$ cat src/rtl/uart_pkg.sv
// Shared UART definitions: FSM states, line levels and bit-period helper.
// Used by the transmitter and intended for the future receive-side block.
package uart_pkg;

    typedef enum logic [2:0] {
        StIdle,
        StPop,
        StLatch,
        StStart,
        StData,
        StStop
    } uart_state_e;

    localparam logic UART_IDLE_LEVEL  = 1'b1;
    localparam logic UART_START_LEVEL = 1'b0;

    function automatic int unsigned clks_per_bit(input int unsigned clk_hz,
                                                 input int unsigned baud);
        return clk_hz / baud;
    endfunction

endpackage

$ cat src/rtl/uart_baud_gen.sv
// Bit-period counter: pulses bit_done on the last cycle of every bit period.
// restart zeroes the phase so a frame's first bit period starts cleanly.
module uart_baud_gen
    import uart_pkg::*;
#(
    parameter int unsigned CLKS_PER_BIT = 104
) (
    input  logic clk,
    input  logic reset,
    input  logic restart,
    output logic bit_done
);

    localparam int unsigned CntW = (CLKS_PER_BIT > 1) ? $clog2(CLKS_PER_BIT) : 1;
    localparam logic [CntW-1:0] CntMax = CntW'(CLKS_PER_BIT - 1);

    logic [CntW-1:0] cnt_q, cnt_d;

    always_comb begin
        cnt_d = cnt_q + CntW'(1);
        if (restart || (cnt_q == CntMax)) begin
            cnt_d = '0;
        end
    end

    always_ff @(posedge clk) begin
        if (reset) begin
            cnt_q <= '0;
        end else begin
            cnt_q <= cnt_d;
        end
    end

    assign bit_done = (cnt_q == CntMax);

endmodule

$ cat src/rtl/uart_tx_drain.sv
// UART transmitter that pops one byte at a time from an upstream FIFO and
// sends it LSB-first as 8N1 or 8N2; tx and pop come straight from registers.
module uart_tx_drain
    import uart_pkg::*;
#(
    parameter int unsigned CLK_HZ    = 12_000_000,
    parameter int unsigned BAUD      = 115_200,
    parameter int unsigned STOP_BITS = 1
) (
    input  logic       clk,
    input  logic       reset,
    input  logic       empty,
    input  logic [7:0] data_in,
    output logic       pop,
    output logic       tx,
    output logic       busy
);

    localparam int unsigned CLKS_PER_BIT = clks_per_bit(CLK_HZ, BAUD);
    localparam logic StopLast = (STOP_BITS == 2);

    if (CLKS_PER_BIT < 2) begin : g_bad_rate
        $error("uart_tx_drain: CLK_HZ/BAUD must be at least 2");
    end
    if ((STOP_BITS != 1) && (STOP_BITS != 2)) begin : g_bad_stop
        $error("uart_tx_drain: STOP_BITS must be 1 or 2");
    end

    uart_state_e state_q, state_d;
    logic [7:0]  shift_q, shift_d;
    logic [2:0]  bit_idx_q, bit_idx_d;
    logic        stop_idx_q, stop_idx_d;
    logic        tx_q, tx_d;
    logic        pop_q, pop_d;
    logic        restart;
    logic        bit_done;

    assign restart = (state_q == StLatch);

    uart_baud_gen #(
        .CLKS_PER_BIT(CLKS_PER_BIT)
    ) u_baud_gen (
        .clk     (clk),
        .reset   (reset),
        .restart (restart),
        .bit_done(bit_done)
    );

    always_ff @(posedge clk) begin
        if (reset) begin
            state_q    <= StIdle;
            shift_q    <= '0;
            bit_idx_q  <= '0;
            stop_idx_q <= 1'b0;
            tx_q       <= UART_IDLE_LEVEL;
            pop_q      <= 1'b0;
        end else begin
            state_q    <= state_d;
            shift_q    <= shift_d;
            bit_idx_q  <= bit_idx_d;
            stop_idx_q <= stop_idx_d;
            tx_q       <= tx_d;
            pop_q      <= pop_d;
        end
    end

    always_comb begin
        state_d    = state_q;
        shift_d    = shift_q;
        bit_idx_d  = bit_idx_q;
        stop_idx_d = stop_idx_q;
        unique case (state_q)
            StIdle: begin
                if (!empty) begin
                    state_d = StPop;
                end
            end
            StPop: begin
                state_d = StLatch;
            end
            StLatch: begin
                shift_d    = data_in;
                bit_idx_d  = '0;
                stop_idx_d = 1'b0;
                state_d    = StStart;
            end
            StStart: begin
                if (bit_done) begin
                    state_d = StData;
                end
            end
            StData: begin
                if (bit_done) begin
                    shift_d = {1'b0, shift_q[7:1]};
                    if (bit_idx_q == 3'd7) begin
                        state_d = StStop;
                    end else begin
                        bit_idx_d = bit_idx_q + 3'd1;
                    end
                end
            end
            StStop: begin
                if (bit_done) begin
                    if (stop_idx_q == StopLast) begin
                        state_d = StIdle;
                    end else begin
                        stop_idx_d = 1'b1;
                    end
                end
            end
            default: begin
                state_d = StIdle;
            end
        endcase
    end

    // Outputs are decoded from the next state so the registered tx/pop line up
    // with the state they belong to.
    always_comb begin
        tx_d  = UART_IDLE_LEVEL;
        pop_d = 1'b0;
        unique case (state_d)
            StPop:   pop_d = 1'b1;
            StStart: tx_d  = UART_START_LEVEL;
            StData:  tx_d  = shift_d[0];
            default: ;
        endcase
    end

    assign tx   = tx_q;
    assign pop  = pop_q;
    assign busy = (state_q != StIdle);

endmodule

$ cat config.mk
export PLATFORM = sky130hd
export DESIGN_NAME = uart_tx_drain
export DESIGN_NICKNAME = d
export VERILOG_FILES = /design/src/rtl/uart_pkg.sv /design/src/rtl/uart_baud_gen.sv /design/src/rtl/uart_tx_drain.sv
export SDC_FILE = /design/constraint.sdc
export NUM_CORES = 1
export LEC_CHECK = 0
export ABC_AREA = 1
export CORE_UTILIZATION = 30
export DETAILED_ROUTE_END_ITERATION = 6
export DONT_BUFFER_PORTS = 1
export GPL_TIMING_DRIVEN = 0
export SLEW_MARGIN = 20
export SYNTH_ARGS = -nofsm -noshare
export SYNTH_HDL_FRONTEND = slang
export SYNTH_SLANG_ARGS = --single-unit
$ cat constraint.sdc
create_clock -name clk -period 1.4 [get_ports clk]
set_input_delay 0.14 -clock clk [delete_from_list [all_inputs] [get_ports clk]]
set_output_delay 0.14 -clock clk [all_outputs]
set_load 0.05 [all_outputs]
==> summary.md, run 1 <==
| Metric | Value |
|---|---|
| Outcome | finished, final reports clean |
| Core region area | 3420 sq um |
| Post-Syn Instances | 143 |
| Synth unique cells | 23 |
| Area Growth Syn to Fin | 13.1% |
| Core Util, Final | 0.364 |
| RSZ-0062 raised after global routing | true |
| Area after DPL | 1160 sq um |
| Gr usage total | 0.126 |
| DR WL/cell | 11.4 microns |
| Final worst-path cycle share | 0.947 |
| Average cell area after synthesis | 7.69 sq um |
| Seq/Total Area, Yosys | 0.437 |
| Final wirelength | 2210 microns |
| # clock sinks | 24 |
| Final Critical Period | 1.33 ns |
| Antenna cells | 0 |
| Hold/Removal Path Class | in -> reg |
| Worst Clk Skew | 0.00327 ns |
| Maximum vdd drop | 0.546 mV |
| Mapped Nets | 157 |
| Fraction of layout instances using a drive strength above 1 | 0.236 |
| DR iter-0 viols | 17 |
| Critical path capture point type | register |
| WP data required | 1.63 ns |
| FMAX | 754 MHz |
| RD Place Congestion | 0.799 |
| Routed vias | 937 |
| Fin nets | 164 |
| Commonest non-fill, non-tap cells in the layout | 23 x nand2_1, 19 x dfxtp_1, 14 x a21oi_1, 13 x nor2_1, 11 x inv_1 |
| Die Area | 3910 sq um |
| Crit start category | register |
| Row count | 21 |
| Clock transition at path regs | 0.13 ns |
| Pwr Density | 1170 nW/um^2 |
| Routed Antenna Nets | 0 |
| Worst-path fanout max | 5 |
| Clk buf depth | 2 |
| CTS tree | done |
| Fin area | 1240 sq um |
| Post-route setup TNS | 0 ns |
| IO Count | 14 |
| Max-slew violations | 0 |
| Final HPWL DP | 1730 microns |
| CTS Root Buffer Type | clkbuf_4 |
| Pleak | 0.471 nW |
| TritonCTS Buffers | 3 |
| Grt total ovfl | 0 |
| Synth Register Bits | 24 |
| Mapped cell area | 1100 sq um |
| Router iterations before antenna repair | 4 |
| First-pass GRT wire length | 3910 microns |
| Die Y-Extent | 62.5 microns |
| Final setup fails | 0 |
| Clock Latency Late Sink | 0.31 ns |
| Largest net degree at the start of global routing | 13 |
| Final instance count without filler cells | 194 |
| Die width | 62.5 microns |
| Rel. slew slack | 0.675 |
| Drc violations | 0 |
| Initial Util | 0.322 |
| Synthesis Warnings | 0 |
| Initial antenna violation count | 0 |
| IO buf count | 0 |
| Worst-Margin Slew | 0.486 ns |
| Vias per cell | 4.83 |
| Hold Vio Cnt, Final | 0 |
| Worst Path Arrival | 1.55 ns |
| H-Tree Depth | 1 |
| Commonest non-fill, non-tap cell in the layout | nand2_1 |
| Crit Path Category | reg -> reg |
| Max Cap Viol | 0 |
| Placed Cells | 189 |
| Vias in the first global route | 894 |
==> flip-flops by register name, summed over array words and instances, names as in the netlist <==
signal,flops
state_q,3
tx,1
bit_idx_q,3
pop,1
shift_q,8
stop_idx_q,1
u_baud_gen.cnt_q,7
==> per-layer routing <==
layer	vias up	wire [microns]	global-route usage
li1	486	-	-
met1	419	1020	0.150
met2	23	1060	0.207
met3	9	42	0.0164
met4	0	94	0.0901
met5	-	0	0
==> area by class of cell <==
type	instances	area [sq um]
plain buffers	2	7.51
clock buffers	3	22.5
fillers	367	2170
inverters	17	67.6
multi-input cells	100	582
flip-flops and latches	24	489
well taps	46	57.6
repair buffers	2	17.5
==> worst paths after layout <==
path / cells past startpoint / startpoint / slack, ns / to
max reg2reg: 8 / u_baud_gen.cnt_q[0] / 0.07 / state_q[0]
max: 8 / u_baud_gen.cnt_q[0] / 0.07 / state_q[0]
min: 2 / empty / 0.009 / pop
min reg2reg: 1 / u_baud_gen.cnt_q[0] / 0.45 / u_baud_gen.cnt_q[0]
==> per-stage QoR <==
stage,setup WS (ns),hold WS (ns),power [mW]
final,0.0738,0.00864,1.46
after global routing,-0.0160,0.00285,1.55
after CTS,0.00542,0.0144,1.44
after detailed placement,-0.0489,0.312,1.13
after global placement,-0.0111,0.297,1.12
after floorplan,0.120,0.289,1.07
==> worst max-delay path, stage by stage (launching register included) <==
cell and delay [ns]:
dfxtp_4 0.39, ha_4 0.15, nand3_2 0.10, nor2_4 0.17, nand2_2 0.07, nand2_2 0.08, nand3_2 0.09, o21ai_1 0.13
inv_1 0.04
==> report_power, final <==
part | total [mW] | switching [mW] | internal [mW]
Sequential | 0.836 | 0.0836 | 0.752
Combinational | 0.318 | 0.211 | 0.107
Clock | 0.305 | 0.205 | 0.101
Total | 1.46 | 0.499 | 0.959
==> timing repair <==
action	in CTS	in global routing
hold buffers	1	0
setup endpoints to repair	13	13
pin swaps	2	4
resized for setup	4	10
setup buffers	0	1
endpoints found under the hold margin	1	0
==> logic make-up (layout without fill, tap and decap cells) <==
logic type,after synthesis,in the layout,synth area share
AND/OR/NAND/NOR,71,71,0.325
AO/OA/AOI/OAI,25,25,0.130
flip-flops,24,24,0.437
buffers and inverters,19,24,0.0660
adder cells (fa/ha/maj),3,3,0.0341
XOR/XNOR,1,1,0.00797
==> cells in the mapped netlist, drive strengths merged <==
cell / n / area share
nand2: 34 / 0.13
nor2: 19 / 0.092
ha: 3 / 0.034
nor3: 2 / 0.0091
clkbuf: 2 / 0.0068
a31oi: 2 / 0.011
xor2: 1 / 0.0080
nand4: 4 / 0.023
a22oi: 6 / 0.041
clkinv: 1 / 0.0045
o21ai: 3 / 0.014
nor3b: 1 / 0.0068
or2: 1 / 0.0057
a21oi: 14 / 0.064
nand3: 10 / 0.055
inv: 16 / 0.055
dfxtp: 24 / 0.44
Power figures use the tool's default switching activity.
==> run 2: changes to the inputs <==
==> constraint.sdc (replaced) <==
create_clock -name clk -period 1.24 [get_ports clk]
set_input_delay 0.124 -clock clk [delete_from_list [all_inputs] [get_ports clk]]
set_output_delay 0.124 -clock clk [all_outputs]
set_load 0.05 [all_outputs]
==> summary.md, run 2 (synthesis results as in run 1) <==
| Metric | Value |
|---|---|
| Slowest CP cell | dfxtp_2 |
| Commonest non-fill, non-tap cells in the layout | 17 x dfxtp_1, 14 x nand2_2, 12 x nand2_1, 12 x nor2_1, 11 x inv_1 |
| FF/Latch Area | 492 sq um (+0.51%) |
| Final wirelength | 2310 microns (+4.6%) |
| Max reg flops | 8 (unchanged) |
| Max stage delay on crit path | 0.37 ns (-0.02 ns) |
| RD Place Congestion | 0.771 (-3.4%) |
| Worst-Margin Slew | 0.589 ns (+0.103 ns) |
| Final setup fails | 17 (+17) |
| IO Count | 14 (unchanged) |
| Worst hold margin | 0.0173 ns (+0.00866 ns) |
| FMAX | 739 MHz (-2.0%) |
| Crit path max-delay family | simple AND/OR/NAND/NOR gates |
| First-pass GRT wire length | 3800 microns (-2.7%) |
| Critical path capture point type | register |
| H-Tree Depth | 1 (unchanged) |
| Worst Path Arrival | 1.54 ns (about the same) |
| Initial Util | 0.322 (unchanged) |
| Vias in the first global route | 886 (-0.89%) |
| Largest net degree at the start of global routing | 13 (unchanged) |
| CTS tree | done |
| Crit Path Category | reg -> reg |
| Die width | 62.5 microns (unchanged) |
| Area Growth Syn to Fin | 28.0% |
| Core region area | 3420 sq um (unchanged) |
| Grt total ovfl | 0 (unchanged) |
| Maximum vdd drop | 0.595 mV (+9.0%) |
| Final worst-path cycle share | 1.09 (+0.144) |
| Worst Path Buf+Inv | 0 (-1) |
| Router iterations before antenna repair | 4 (unchanged) |
| Worst Clk Skew | 0.00155 ns (-0.00172 ns) |
| Rel. slew slack | 0.607 (-0.0681) |
| Vias per cell | 4.83 (-0.10%) |
| Fraction of layout instances using a drive strength above 1 | 0.396 (+0.160) |
| Antenna cells | 0 (unchanged) |
| Routed Antenna Nets | 0 (unchanged) |
| Failing checks | negative setup slack |
| Clock Latency Late Sink | 0.31 ns (about the same) |
| Routed vias | 965 (+3.0%) |
| Fin nets | 170 (+3.7%) |
| Max Cap Viol | 0 (unchanged) |
| TritonCTS Buffers | 3 (unchanged) |
| Outcome | finished, violations left |
| Gr usage total | 0.122 (-0.00362) |
| Final Critical Period | 1.35 ns (+0.0276 ns) |
| Drc violations | 0 (unchanged) |
| Multi-input combinational cell area | 693 sq um (+19%) |
| RSZ-0062 raised after global routing | true |
| Fillers | 357 (-2.7%) |
| Hold Vio Cnt, Final | 0 (unchanged) |
| Worst-path fanout max | 5 (unchanged) |
| Biggest regs | shift_q x8, u_baud_gen.cnt_q x7 |
| Die Y-Extent | 62.5 microns (unchanged) |
| Final HPWL DP | 1600 microns (-7.4%) |
| IO buf count | 0 (unchanged) |
| Commonest non-fill, non-tap cell in the layout | dfxtp_1 |
| Final WS setup | -0.114 ns (-0.188 ns) |
| # clock sinks | 24 (unchanged) |
| Pleak | 0.550 nW (+17%) |
| DR iter-0 viols | 17 (unchanged) |
| Clk buf depth | 2 (unchanged) |
| Pwr Density | 1250 nW/um^2 (+6.7%) |
| Final Power | 1.76 mW (+21%) |
| Worst-path cell chain | ha_4, nand3_4, nor2_4, nand2_2, nand2_4, nand2_4, nand2_2, a21oi_1 |
| CTS Root Buffer Type | clkbuf_4 |
| Clock transition at path regs | 0.12 ns (about the same) |
| WP data required | 1.42 ns (-0.21 ns) |
| Die Area | 3910 sq um (unchanged) |
| Max-slew violations | 0 (unchanged) |
| Biggest register | shift_q |
| Crit start category | register |
| Initial antenna violation count | 0 (unchanged) |
| Fin area | 1410 sq um (+13%) |
| Row count | 21 (unchanged) |
| Area after DPL | 1180 sq um (+1.4%) |
| Hold/Removal Path Class | in -> reg |
| DR WL/cell | 11.6 microns (+1.5%) |
run 2: worst paths after layout:
kind / depth (start not counted) / slack (ns) / endpoint / startpoint
setup / recovery: 8 / -0.11 / bit_idx_q[1] / u_baud_gen.cnt_q[1]
hold / removal: 2 / 0.02 / shift_q[3] / data_in[3]
setup reg to reg: 8 / -0.11 / bit_idx_q[1] / u_baud_gen.cnt_q[1]
hold reg to reg: 2 / 0.47 / stop_idx_q / stop_idx_q
run 2: power breakdown:
group / leakage, nW / switching [mW] / internal (mW)
clock: 0.0138 / 0.217 / 0.114
sequential: 0.199 / 0.0997 / 0.850
combinational: 0.338 / 0.297 / 0.184
run 2: repair_timing:
action / 4_1_cts / 5_1_grt
setup buffers: 3 / 3
hold endpoints to repair: 2 / 0
hold buffers: 2 / 0
pin swaps: 7 / 7
endpoints found under the setup margin: 15 / 15
gates resized for setup: 17 / 24
run 2: per-layer routing:
layer | vias up | routed length [microns] | GRT usage
li1 | 498 | - | -
met1 | 450 | 1040 | 0.143
met2 | 13 | 1200 | 0.216
met3 | 4 | 33 | 0.0164
met4 | 0 | 36 | 0.0610
met5 | - | 0 | 0
run 2: cell type report:
| cell class | instances | area share |
|---|---|---|
| multi-input combinational | 100 | 0.492 |
| sequential | 24 | 0.349 |
| inverter | 17 | 0.0498 |
| timing repair buffer | 8 | 0.0462 |
| tap | 46 | 0.0409 |
| clock buffer | 3 | 0.0160 |
| buffer | 2 | 0.00533 |
run 2: per-stage QoR:
stage / worst slack [ns] / TNS, ns / utilization / cells
floorplan: 0.00386 / 0 / - / 143
finish: -0.114 / -1.52 / 0.412 / 200
detailed placement: -0.134 / -1.47 / 0.344 / 189
CTS: -0.0896 / -0.875 / 0.381 / 197
global placement: -0.116 / -1.22 / 0.344 / 189
global route: -0.194 / -2.82 / 0.412 / 200
==> run 3: changes to the inputs <==
--- a/config.mk
+++ b/config.mk
@@ -5,7 +5,7 @@
 export SDC_FILE = /design/constraint.sdc
 export NUM_CORES = 1
 export LEC_CHECK = 0
-export ABC_AREA = 1
+export ABC_AREA = 0
 export CORE_UTILIZATION = 30
 export DETAILED_ROUTE_END_ITERATION = 6
 export DONT_BUFFER_PORTS = 1
==> summary.md, run 3 <==
| Metric | Value |
|---|---|
| First-pass GRT wire length | 4450 microns (+17%) |
| FF-to-FF End | tx |
| Biggest regs | shift_q x8, u_baud_gen.cnt_q x7 |
| Die Area | 3910 sq um (unchanged) |
| Post-Syn Instances | 120 (-16%) |
| Worst-path cell chain | or3b_4, o311ai_4, nand4b_1, a221o_1 |
| Crit path max-delay family | simple AND/OR/NAND/NOR gates |
| Final wirelength | 2940 microns (+27%) |
| Drc violations | 0 (unchanged) |
| Fin area | 1650 sq um (+17%) |
| Worst Path Buf+Inv | 0 (unchanged) |
| Average cell area after synthesis | 9.17 sq um (+19%) |
| Clock Latency Late Sink | 0.33 ns (+0.02 ns) |
| Most common cell in the netlist | dfxtp_1 |
| Worst hold margin | 0.0280 ns (+0.0107 ns) |
| Most frequent cells after synthesis | 24 x dfxtp_1, 11 x a21oi_1, 11 x nand2_1 |
| Final WS setup | -0.367 ns (-0.254 ns) |
| Final Critical Period | 1.61 ns (+0.254 ns) |
| Critical path capture point type | register |
| Max-slew violations | 0 (unchanged) |
| Hold path depth | 2 (unchanged) |
| Synth unique cells | 37 (+61%) |
| WP data required | 1.47 ns (+0.05 ns) |
| Final HPWL DP | 1710 microns (+7.1%) |
| Worst R2R Setup Slack | -0.37 ns (-0.25 ns) |
| Max Cap Viol | 0 (unchanged) |
| R2R depth | 4 (-4) |
| Routed vias | 1043 (+8.1%) |
| DR WL/cell | 15.0 microns (+30%) |
| Placed Cells | 166 (-12%) |
| Worst-path fanout max | 5 (unchanged) |
| Hold Vio Cnt, Final | 0 (unchanged) |
| DR iter-0 viols | 58 (+41) |
| RSZ-0062 raised after global routing | true |
| # clock sinks | 24 (unchanged) |
| Fin nets | 165 (-2.9%) |
| Core region area | 3420 sq um (unchanged) |
| Final worst-path cycle share | 1.30 (+0.205) |
| FF-to-FF Start | u_baud_gen.cnt_q[4] |
| Routed Antenna Nets | 0 (unchanged) |
| Largest cells by area after synthesis | dfxtp_1 44%, a21oi_1 5.0%, a22oi_1 4.8% |
| Slowest CP cell | or3b_4 |
| Synthesis Warnings | 0 (unchanged) |
| Max reg flops | 8 (unchanged) |
| Worst Clk Skew | 0.00445 ns (+0.00290 ns) |
| H-Tree Depth | 1 (unchanged) |
| IO buf count | 0 (unchanged) |
| Outcome | finished, violations left |
| Post-route setup TNS | -4.80 ns (-3.29 ns) |
| Vias in the first global route | 952 (+7.4%) |
| Antenna cells | 0 (unchanged) |
| Crit Path Category | reg -> reg |
| Maximum vdd drop | 0.809 mV (+36%) |
| Post-synth top area cell | dfxtp_1 |
| Area after DPL | 1200 sq um (+2.1%) |
| Largest net degree at the start of global routing | 15 (+2) |
| Final setup fails | 22 (+5) |
| CTS Root Buffer Type | clkbuf_4 |
| Worst-Margin Slew | 0.572 ns (-0.0171 ns) |
| Row count | 21 (unchanged) |
| Pleak | 0.588 nW (+6.9%) |
| Clk buf depth | 2 (unchanged) |
| Mapped Nets | 134 (-15%) |
| Synth Register Bits | 24 (unchanged) |
| Async set or reset register ratio after synthesis | 0 (unchanged) |
| Gr usage total | 0.143 (+0.0211) |
| Clock transition at path regs | 0.14 ns (+0.02 ns) |
| CTS tree | done |
| Die Y-Extent | 62.5 microns (unchanged) |
| Failing checks | negative setup slack |
| Max stage delay on crit path | 0.45 ns (+0.08 ns) |
| Mapped cell area | 1100 sq um (unchanged) |
| Commonest non-fill, non-tap cells in the layout | 15 x dfxtp_1, 13 x buf_4, 10 x nor2_1, 10 x nand2_1, 8 x a21oi_1 |
| Min-delay src | data_in[1] |
| Crit start category | register |
| Final instance count without filler cells | 196 (-2.0%) |
| Router iterations before antenna repair | 5 (+1) |
| Initial Util | 0.322 (unchanged) |
| Rel. slew slack | 0.619 (+0.0114) |
| Hold Crit Endpoint | shift_q[1] |
| Commonest non-fill, non-tap cell in the layout | dfxtp_1 |
| Initial antenna violation count | 0 (unchanged) |
| TritonCTS Buffers | 3 (unchanged) |
| Pwr Density | 1060 nW/um^2 (-16%) |
| Area Growth Syn to Fin | 49.8% |
| FMAX | 622 MHz (-16%) |
| Biggest register | shift_q |
| Seq/Total Area, Yosys | 0.437 (unchanged) |
| Main synth FF type | dfxtp_1 |
| Hold/Removal Path Class | in -> reg |
| Grt total ovfl | 0 (unchanged) |
| Die width | 62.5 microns (unchanged) |
| Dpl ws | -0.478 ns (-0.344 ns) |
| Worst Path Arrival | 1.84 ns (+0.30 ns) |
| RD Place Congestion | 0.773 (+0.21%) |
| Post-synth EDFFs | 0 (unchanged) |
| Vias per cell | 5.32 (+10%) |
| Fraction of layout instances using a drive strength above 1 | 0.440 (+0.0439) |
| IO Count | 14 (unchanged) |
| Synth top area share | 0.437 (unchanged) |
==> run 3: cell types whose count changed after synthesis, moves of 4 or more <==
| cell | change |
|---|---|
| nand2_1 | -15 |
| nand4_1 | -4 |
| nand2_2 | -8 |
| inv_2 | -5 |
| inv_1 | -10 |
==> run 3: layout make-up <==
| class | count | area, sq um |
|---|---|---|
| buffer | 4 | 32.5 |
| clock buffer | 3 | 22.5 |
| clock inverter | 1 | 30.0 |
| fill | 343 | 1770 |
| inverter | 1 | 3.75 |
| multi-input combinational | 89 | 728 |
| sequential | 24 | 502 |
| tap | 46 | 57.6 |
| timing repair buffer | 28 | 272 |
==> run 3: power by group <==
group          switching, mW  leakage [nW]  internal (mW)
clock network          0.253        0.0279          0.327
registers             0.0623         0.200          0.807
logic                  0.134         0.360          0.158
total                  0.449         0.588           1.29
==> run 3: how the worst max path moves through the flow <==
stage	slack, ns	to	from	depth (start not counted)
6_report	-0.37	tx	u_baud_gen.cnt_q[4]	4
5_1_grt	-0.45	tx	u_baud_gen.cnt_q[4]	4
4_1_cts	-0.37	tx	u_baud_gen.cnt_q[3]	4
3_5_place_dp	-0.48	tx	state_q[2]	5
3_3_place_gp	-0.46	tx	state_q[2]	5
2_1_floorplan	-0.32	pop	state_q[1]	5
==> run 3: what timing repair did <==
item	in CTS	in global routing
pin swaps	2	15
setup endpoints to repair	24	24
gates resized for setup	24	22
endpoints found under the hold margin	11	0
hold buffers	7	0
cloned	1	1
buffers inserted	11	8
==> run 3: logic make-up (layout without fill, tap and decap cells) <==
logic type,count (synthesis),count (layout),synth area share
and+or+nand+nor,52,52,0.288
AOI/OAI and AO/OA,29,29,0.170
DFF,24,24,0.437
buffers and inverters,7,37,0.0318
xor gates and xnor gates,5,5,0.0398
adders and majority gates,3,3,0.0341
==> run 3: metal layers <==
metal,up-vias,GRT usage,part of all wire
met5,-,0,0
met4,0,0.0262,0.017
met3,10,0.0420,0.041
met2,26,0.257,0.53
met1,506,0.168,0.41
li1,501,-,-
==> run 3: metrics by stage <==
step | util | total power [mW]
after floorplan | - | 1.03
after detailed placement | 0.352 | 1.07
after global placement | 0.352 | 1.06
final | 0.482 | 1.74
after CTS | 0.436 | 1.71
after global routing | 0.482 | 1.82
